==> config.mk <==
export PLATFORM = sky130hd
export DESIGN_NAME = clock_set_ctrl
export DESIGN_NICKNAME = d
export VERILOG_FILES = /design/src/rtl/clock_ctrl_pkg.sv /design/src/rtl/btn_repeat.sv /design/src/rtl/clock_set_ctrl.sv
export SDC_FILE = /design/constraint.sdc
export NUM_CORES = 1
export LEC_CHECK = 0
export ABC_CLOCK_PERIOD_IN_PS = 2840
export CORE_MARGIN = 2
export CORE_UTILIZATION = 40
export CTS_CLUSTER_SIZE = 25
export DETAILED_ROUTE_END_ITERATION = 8
export PLACE_DENSITY = 0.7
export SLEW_MARGIN = 5
export SYNTH_ARGS = -nofsm -noshare
export SYNTH_HDL_FRONTEND = slang
export SYNTH_HIERARCHICAL = 1
export SYNTH_SLANG_ARGS = --single-unit
==> constraint.sdc <==
create_clock -name clk -period 2.84 [get_ports clk]
set_clock_uncertainty 0.15 [all_clocks]
set_input_delay 0.284 -clock clk [delete_from_list [all_inputs] [get_ports clk]]
set_output_delay 0.284 -clock clk [all_outputs]
set_load 0.01 [all_outputs]
==> src/rtl/clock_ctrl_pkg.sv <==
// Shared types and limits for the clock time-setting controller.
// Field widths and wrap limits match the digital_clock datapath.
package clock_ctrl_pkg;

    localparam int HOUR_W = 5;
    localparam int MIN_W  = 6;
    localparam int SEC_W  = 6;

    localparam logic [HOUR_W-1:0] MAX_HOUR = 5'd23;
    localparam logic [MIN_W-1:0]  MAX_MIN  = 6'd59;

    typedef enum logic [1:0] {
        RUN      = 2'd0,
        SET_HOUR = 2'd1,
        SET_MIN  = 2'd2,
        COMMIT   = 2'd3
    } set_state_t;

endpackage

==> src/rtl/btn_repeat.sv <==
// Button rising-edge detector with optional hold-to-repeat.
// REPEAT_DELAY of 0 builds a plain edge detector with no repeat.
module btn_repeat #(
    parameter int REPEAT_DELAY = 50_000_000,
    parameter int REPEAT_RATE  = 10_000_000
) (
    input  logic clk,
    input  logic reset,
    input  logic btn,
    output logic evt
);

    logic prev;
    logic rise;
    logic rpt;

    assign rise = btn & ~prev;
    assign evt  = rise | rpt;

    // Previous button sample for edge detection
    always_ff @(posedge clk) begin
        if (reset) prev <= 1'b0;
        else       prev <= btn;
    end

    generate
        if (REPEAT_DELAY > 0) begin : g_rep
            localparam int MAXC = (REPEAT_DELAY > REPEAT_RATE) ?
                                  REPEAT_DELAY : REPEAT_RATE;
            localparam int CW = $clog2(MAXC + 1) + 1;

            logic [CW-1:0] cnt;
            logic          rep;

            assign rpt = btn & prev &
                         (rep ? (cnt == CW'(REPEAT_RATE))
                              : (cnt == CW'(REPEAT_DELAY)));

            // Cycles since last event; rep marks the fast-rate phase
            always_ff @(posedge clk) begin
                if (reset) begin
                    cnt <= '0;
                    rep <= 1'b0;
                end else if (!btn) begin
                    cnt <= '0;
                    rep <= 1'b0;
                end else if (rise) begin
                    cnt <= CW'(1);
                    rep <= 1'b0;
                end else if (rpt) begin
                    cnt <= CW'(1);
                    rep <= 1'b1;
                end else begin
                    cnt <= cnt + 1'b1;
                end
            end
        end else begin : g_norep
            assign rpt = 1'b0;
        end
    endgenerate

endmodule

==> src/rtl/clock_set_ctrl.sv <==
// Time-setting controller: pauses the clock, edits hour/minute
// in shadow registers and commits them with a one-cycle load.
module clock_set_ctrl
    import clock_ctrl_pkg::*;
#(
    parameter int REPEAT_DELAY = 50_000_000,
    parameter int REPEAT_RATE  = 10_000_000,
    parameter int TIMEOUT      = 1_000_000_000
) (
    input  logic              clk,
    input  logic              reset,
    input  logic              btn_mode,
    input  logic              btn_inc,
    input  logic [HOUR_W-1:0] cur_hour,
    input  logic [MIN_W-1:0]  cur_min,
    output logic              run_en,
    output logic              load,
    output logic [HOUR_W-1:0] load_hour,
    output logic [MIN_W-1:0]  load_min,
    output logic [SEC_W-1:0]  load_sec,
    output logic [1:0]        set_mode,
    output logic [HOUR_W-1:0] disp_hour,
    output logic [MIN_W-1:0]  disp_min
);

    localparam int TW = $clog2(TIMEOUT + 1);

    set_state_t        state;
    set_state_t        state_nx;
    logic              mode_ev;
    logic              inc_ev;
    logic              editing;
    logic              timeout_hit;
    logic [TW-1:0]     idle_cnt;
    logic [HOUR_W-1:0] sh_hour;
    logic [MIN_W-1:0]  sh_min;

    btn_repeat #(
        .REPEAT_DELAY(0),
        .REPEAT_RATE (0)
    ) u_mode (
        .clk  (clk),
        .reset(reset),
        .btn  (btn_mode),
        .evt  (mode_ev)
    );

    btn_repeat #(
        .REPEAT_DELAY(REPEAT_DELAY),
        .REPEAT_RATE (REPEAT_RATE)
    ) u_inc (
        .clk  (clk),
        .reset(reset),
        .btn  (btn_inc),
        .evt  (inc_ev)
    );

    assign editing     = (state == SET_HOUR) || (state == SET_MIN);
    assign timeout_hit = editing && !mode_ev && !inc_ev &&
                         (idle_cnt == TW'(TIMEOUT - 1));

    // State register
    always_ff @(posedge clk) begin
        if (reset) state <= RUN;
        else       state <= state_nx;
    end

    // Next-state: mode edges advance, idle timeout abandons the edit
    always_comb begin
        state_nx = state;
        unique case (state)
            RUN:      if (mode_ev) state_nx = SET_HOUR;
            SET_HOUR: begin
                if (mode_ev)          state_nx = SET_MIN;
                else if (timeout_hit) state_nx = RUN;
            end
            SET_MIN:  begin
                if (mode_ev)          state_nx = COMMIT;
                else if (timeout_hit) state_nx = RUN;
            end
            COMMIT:   state_nx = RUN;
            default:  state_nx = RUN;
        endcase
    end

    // Idle counter, live only while editing and cleared by any event
    always_ff @(posedge clk) begin
        if (reset)                          idle_cnt <= '0;
        else if (!editing || mode_ev || inc_ev) idle_cnt <= '0;
        else                                idle_cnt <= idle_cnt + 1'b1;
    end

    // Shadow time: capture on entry, increment the active field
    always_ff @(posedge clk) begin
        if (reset) begin
            sh_hour <= '0;
            sh_min  <= '0;
        end else if (state == RUN && mode_ev) begin
            sh_hour <= cur_hour;
            sh_min  <= cur_min;
        end else if (inc_ev && !mode_ev) begin
            if (state == SET_HOUR)
                sh_hour <= (sh_hour >= MAX_HOUR) ? '0 : sh_hour + 1'b1;
            else if (state == SET_MIN)
                sh_min <= (sh_min >= MAX_MIN) ? '0 : sh_min + 1'b1;
        end
    end

    // Load values latch on the way into COMMIT and hold afterwards
    always_ff @(posedge clk) begin
        if (reset) begin
            load_hour <= '0;
            load_min  <= '0;
        end else if (state == SET_MIN && mode_ev) begin
            load_hour <= sh_hour;
            load_min  <= sh_min;
        end
    end

    assign run_en    = (state == RUN);
    assign load      = (state == COMMIT);
    assign load_sec  = '0;
    assign set_mode  = state;
    assign disp_hour = (state == RUN) ? cur_hour : sh_hour;
    assign disp_min  = (state == RUN) ? cur_min  : sh_min;

endmodule

==> qor.yml, run 1 <==
dpl_cell_area_um2: 4890
end_kind: "output pin"
synth_flop_cell: "dfxtp_1"
synth_edf_count: 0
grt-ovfl-total: 0
stdcell_area_um2: 5120
ys_ff_latch: 84
final-max-slew-violation-count: 0
cap_violations: 0
crit_path_cell_trace: "inv_1 > ha_2 > mux2_2 > clkdlybuf4s50_1"
r2r_cells: 8
ios: 47
status: "completed"
post-dp-hpwl_um: 6820
crit_arrival_ns: 2.20
cp-start-kind: "flop"
async_flop_share: 0
ys_seq_area_frac: 0.383
hold_class: "reg2reg"
setup-violations-final: 0
cp_data_required_time_ns: 2.41
crit_start: "set_mode[0]"
grt_pass1_wl_um: 16800
multi_input_area_um2: 2510
grt_start_max_net_pins: 31
synthToLayoutAreaGrowth_pct: 16.6
seq_area_um2: 1680
clk_pin_slew_worst_paths_ns: 0.09
wire_per_inst_um: 14.4
dr.first_iter.drc_count: 253
path_max_fanout: 20
antenna_found_initial: 0
port_buffers: 40
ir_worst_vdd_mv: 0.239
crit_type: "reg2out"
critical-path-slowest-cell: "clkdlybuf4s50_1"
place.gp.congestion: 0.869
p_leak_nw: 1.53
cts_root_buffer: "clkbuf_8"
die_h_um: 109
wl_um: 10000
pre_cts_ws_ns: 0.255
synth_cell_types: 57
post-route-drc-count: 0
die-area_um2: 11800
cellPowerDensity_nw_per_um2: 488
totalNegativeSetupSlack_ns: 0
start_util: 0.407
critical-path-max-stage-delay_ns: 0.49
fmax_mhz: 380
postSynthCellCount: 520
r2r-end: "sh_min[1]"
drive_above_1_share: 0.0830
place_inst: 678
grt_pass1_vias: 3633
core_area_um2: 10800
antennaDiodeCount: 0
finalNetCount: 573
stdcell_count: 694
ctsHoldBuffers: 0
tritoncts: "built"
final_util: 0.475
clock_path_buffers: 2
r2r_start: "u_inc/g_rep.cnt[8]"
fillCellCount: 1019
final_hold_viol_count: 0
synth_area_um2: 4390
timing.final.ws_setup_ns: 0.209
drt_first_pass_iters: 5
period_needed_ns: 2.63
crit_path_end: "disp_hour[3]"
clock-sinks: 84
cts_buffers: 9
track_usage: 0.175
regToRegSetupSlack_ns: 0.30
yosys_warnings: 6
viasPerCell: 5.70
die_w_um: 109
dr_total_vias: 3959
rows: 38
rsz0062_at_grt: "no"
htreeDepth: 3
fin_crit_sh: 0.926
drt.antenna.violating_nets: 0
clk_latency_ns: 0.37
avgSynthCellArea_um2: 8.45
## registers in the layout (all words and copies together) (netlist names)
| register | flops |
|---|---|
| idle_cnt | 30 |
| load_hour | 5 |
| load_min | 6 |
| set_mode | 2 |
| sh_hour | 5 |
| sh_min | 6 |
| u_inc/g_rep.cnt | 27 |
| u_inc/g_rep.rep | 1 |
| u_inc/prev | 1 |
| u_mode/prev | 1 |
## logic make-up (layout without fill, tap and decap cells)
group	count (synthesis)	after routing	share of synthesized area
XOR/XNOR	23	23	0.0458
adder cells (fa/ha/maj)	9	9	0.0256
AND/OR/NAND/NOR	222	222	0.288
other	1	6	0.000853
buffers and inverters	50	79	0.0544
multiplexers	10	10	0.0256
flip-flops	84	84	0.383
AO/OA/AOI/OAI	121	121	0.177
## metal layers
layer | up-vias | share of wire | track usage
li1 | 1982 | - | -
met1 | 1867 | 0.47 | 0.225
met2 | 99 | 0.46 | 0.287
met3 | 11 | 0.054 | 0.0353
met4 | 0 | 0.014 | 0.0760
met5 | - | 0 | 0
## timing repair
action | 4_1_cts | 5_1_grt
setup endpoints to repair | 7 | 0
resized for setup | 1 | 0
setup buffers | 0 | 0
## cells in the final DEF, fill, tap and decap left out, drive strengths merged, types with 14 or more instances in the layout
cell type      instances
a211oi                15
a21oi                 45
clkdlybuf4s50         40
dfxtp                 84
inv                   14
nand2                 49
nand3                 23
nand4                 18
nor2                  24
nor3                  25
o21ai                 18
o31ai                 19
or3                   14
or4                   23
xnor2                 16
## critical path, delay by kind of cell, from the launching register on
kind / cells / cell delay (ns)
buffers and inverters: 2 / 0.61
DFF: 1 / 0.37
adders and majority gates: 1 / 0.46
muxes: 1 / 0.39
## how the worst min path moves through the flow
stage                     cells past startpoint            to  slack (ns)    startpoint
after floorplan                               1   u_mode/prev        0.20         reset
after CTS                                     2   load_min[0]        0.31   load_min[0]
final                                         2   load_min[3]        0.31   load_min[3]
after detailed placement                      2   load_min[0]        0.30   load_min[0]
after global routing                          2  load_hour[1]        0.33  load_hour[1]
after global placement                        1   idle_cnt[0]        0.28   idle_cnt[0]
## power breakdown
part | internal (mW) | switching, mW | leakage [nW]
combinational | 0.129 | 0.126 | 0.737
clock | 0.586 | 0.432 | 0.111
sequential | 1.20 | 0.0322 | 0.679
## synth_stat cells (3+ instances only)
library cell,number,share of area
o31ai_1,19,0.032
nand3_1,22,0.025
buf_4,6,0.010
xnor2_1,16,0.032
nor3_1,25,0.028
nor3b_1,3,0.0051
xor2_1,7,0.014
clkbuf_1,21,0.018
o21ai_0,18,0.021
a21oi_1,45,0.051
nor2_1,24,0.021
nand4_1,16,0.023
buf_2,5,0.0057
or3_1,12,0.017
nand3b_1,5,0.0085
a211oi_1,14,0.024
and2_1,6,0.0085
nor4b_1,3,0.0060
and4_1,4,0.0080
a21o_1,4,0.0068
nand2_1,49,0.042
inv_1,14,0.012
mux2_2,10,0.026
o41ai_1,3,0.0060
ha_1,9,0.026
nor4_1,8,0.011
dfxtp_1,84,0.38
and3_1,9,0.013
or4_1,22,0.038
buf_6,3,0.0077
## layout make-up
type | instances | share of cell area
clock buffer | 12 | 0.0264
clock inverter | 4 | 0.0190
inverter | 14 | 0.0103
multi-input combinational | 391 | 0.491
sequential | 84 | 0.328
tap | 140 | 0.0342
timing repair buffer | 49 | 0.0913
## through the flow
| stage | hold slack [ns] | total power, mW |
|---|---|---|
| 2_1_floorplan | 0.198 | 1.40 |
| 3_3_place_gp | 0.284 | 1.50 |
| 3_5_place_dp | 0.300 | 1.51 |
| 4_1_cts | 0.313 | 2.52 |
| 5_1_grt | 0.332 | 2.59 |
| 6_report | 0.311 | 2.50 |
(Power assumes the default switching activity.)
==> run 2, diff against run 1 <==
Settings changed: ABC_CLOCK_PERIOD_IN_PS 2840 to 3290, CTS_BUF_LIST set to sky130_fd_sc_hd__clkbuf_4, PLACE_DENSITY 0.7 to 0.68.
Clock period 2.84 ns to 3.29 ns, I/O delays scaled along.
==> run 2 against run 1 <==
  * Non-clock buffer count fell by 6
  * Combinational power fell by 16%
  * Final area fell by 2.1%
  * Largest cell class unchanged
  * Via count rose by 0.23%
  * Highest routed layer unchanged
  * Core utilization fell by 1.0 points
  * Flip-flop and latch count did not move
  * Clock-buffer cell count fell by 3
  * Critical path type unchanged
  * Cell count fell by 0.86%
  * Worst setup slack improved by 0.074 ns
  * First-iteration DRC count fell by 33%
  * Clock power fell by 26%
  * Routed wire length rose by 0.59%
==> qor.yml, run 2 (synthesis gave the netlist of run 1 again) <==
drt_first_pass_iters: 4
whs_ns: 0.309
crit_path_cell_trace: "inv_1 > ha_1 > mux2_2 > clkdlybuf4s50_1"
layout_commonest_cell: "dfxtp_1"
regMostFlops: "idle_cnt"
ctsHoldBuffers: 0
critical-path-max-stage-delay_ns: 0.68
synthToLayoutAreaGrowth_pct: 14.1
finalNetCount: 567
cp-start-kind: "flop"
fmax_mhz: 333
final_hold_viol_count: 0
post-route-drc-count: 0
setup-violations-final: 0
clock-sinks: 84
critical_path_depth: 4
drt.antenna.violating_nets: 0
r2r_cells: 7
antenna_found_initial: 0
place.gp.congestion: 0.796
rsz0062_at_grt: "no"
cp_data_required_time_ns: 2.81
clock_path_buffers: 2
final-max-slew-violation-count: 0
r2r_start: "u_inc/g_rep.cnt[13]"
cts_buffers: 9
cts_root_buffer: "clkbuf_4"
crit_buf_inv: 2
totalNegativeSetupSlack_ns: 0
dr.first_iter.drc_count: 170
post-dp-hpwl_um: 6950
crit_path_end: "disp_min[0]"
wire_per_inst_um: 14.6
drive_above_1_share: 0.0748
fin_crit_sh: 0.914
tightest_slew_ns: 0.979
r2r-end: "sh_hour[3]"
crit_family: "adder cells"
critical-path-slowest-cell: "ha_1"
antennaDiodeCount: 0
viasPerCell: 5.77
port_buffers: 40
layout_common_cells: "84 x dfxtp_1, 49 x nand2_1, 45 x a21oi_1, 40 x clkdlybuf4s50_1, 25 x nor3_1"
grt_start_max_net_pins: 31
slew_headroom: 0.346
pre_cts_ws_ns: 0.539
crit_type: "reg2out"
grt-ovfl-total: 0
cellPowerDensity_nw_per_um2: 405
p_leak_nw: 1.48
end_kind: "output pin"
track_usage: 0.178
ir_worst_vdd_mv: 0.163
period_needed_ns: 3.01
status: "completed"
clk_latency_ns: 0.45
htreeDepth: 3
cap_violations: 0
tritoncts: "built"
postCtsSetupBuffers: 0
crit_start: "set_mode[0]"
die_h_um: 109
grt_pass1_wl_um: 17000
hold_class: "in2reg"
final_util: 0.465
timing.final.ws_setup_ns: 0.283
regToRegSetupSlack_ns: 0.58
die-area_um2: 11800
core_area_um2: 10800
wl_um: 10100
die_w_um: 109
rows: 38
crit_arrival_ns: 2.53
largestRegisters: "idle_cnt (30), u_inc/g_rep.cnt (27)"
start_util: 0.407
ios: 47
clk_pin_slew_worst_paths_ns: 0.14
dr_total_vias: 3968
grt_pass1_vias: 3664
ctsResizeCount: 0
largest_reg_flops: 30
path_max_fanout: 20
[run 2: changes by cell type in the layout (fill, tap and decap cells not counted), sizes merged]
cell and delta:
buf -6, clkinv +3, clkbuf -3
[run 2: routing by layer]
metal  GRT usage  vias up  routed length [um]
li1            -     1974                   -
met1       0.229     1887                4750
met2       0.289       96                4730
met3      0.0347       11                 453
met4      0.0751        0                 128
met5           0        -                   0
[run 2: area by class of cell]
cell class / count / area [um^2]
clock buffer: 9 / 67.6
clock inverter: 7 / 115
fill: 1073 / 5780
inverter: 14 / 52.6
multi-input combinational: 391 / 2500
sequential: 84 / 1680
tap: 140 / 175
timing repair buffer: 43 / 423
[run 2: worst reg2reg max path: stages, from the launching register on]
cell and delay (ns):
dfxtp_1 0.42, nor4b_1 0.33, nand4_1 0.16, a2111oi_2 0.36
a21o_1 0.22, nand3b_1 0.22, or4_1 0.51, a311oi_1 0.25
[run 2: per-stage QoR]
stage | cells | cell area (um^2) | power (mW)
after floorplan | 525 | 4410 | 1.21
after global placement | 672 | 4830 | 1.29
after detailed placement | 672 | 4830 | 1.30
after CTS | 688 | 5010 | 2.06
after global routing | 688 | 5010 | 2.12
final | 688 | 5010 | 2.03
[run 2: power breakdown]
group | leakage (nW) | switching, mW | internal [mW]
registers | 0.679 | 0.0274 | 1.03
clock network | 0.0936 | 0.373 | 0.382
logic | 0.710 | 0.107 | 0.107
total | 1.48 | 0.507 | 1.52
[run 2: worst min path at each step]
stage,end,start,cells past startpoint,slack (ns)
final,u_mode/prev,btn_mode,2,0.31
after global routing,u_mode/prev,btn_mode,2,0.30
after detailed placement,load_hour[2],load_hour[2],2,0.30
after floorplan,u_mode/prev,reset,1,0.24
after global placement,idle_cnt[0],idle_cnt[0],1,0.29
after CTS,u_mode/prev,btn_mode,2,0.28
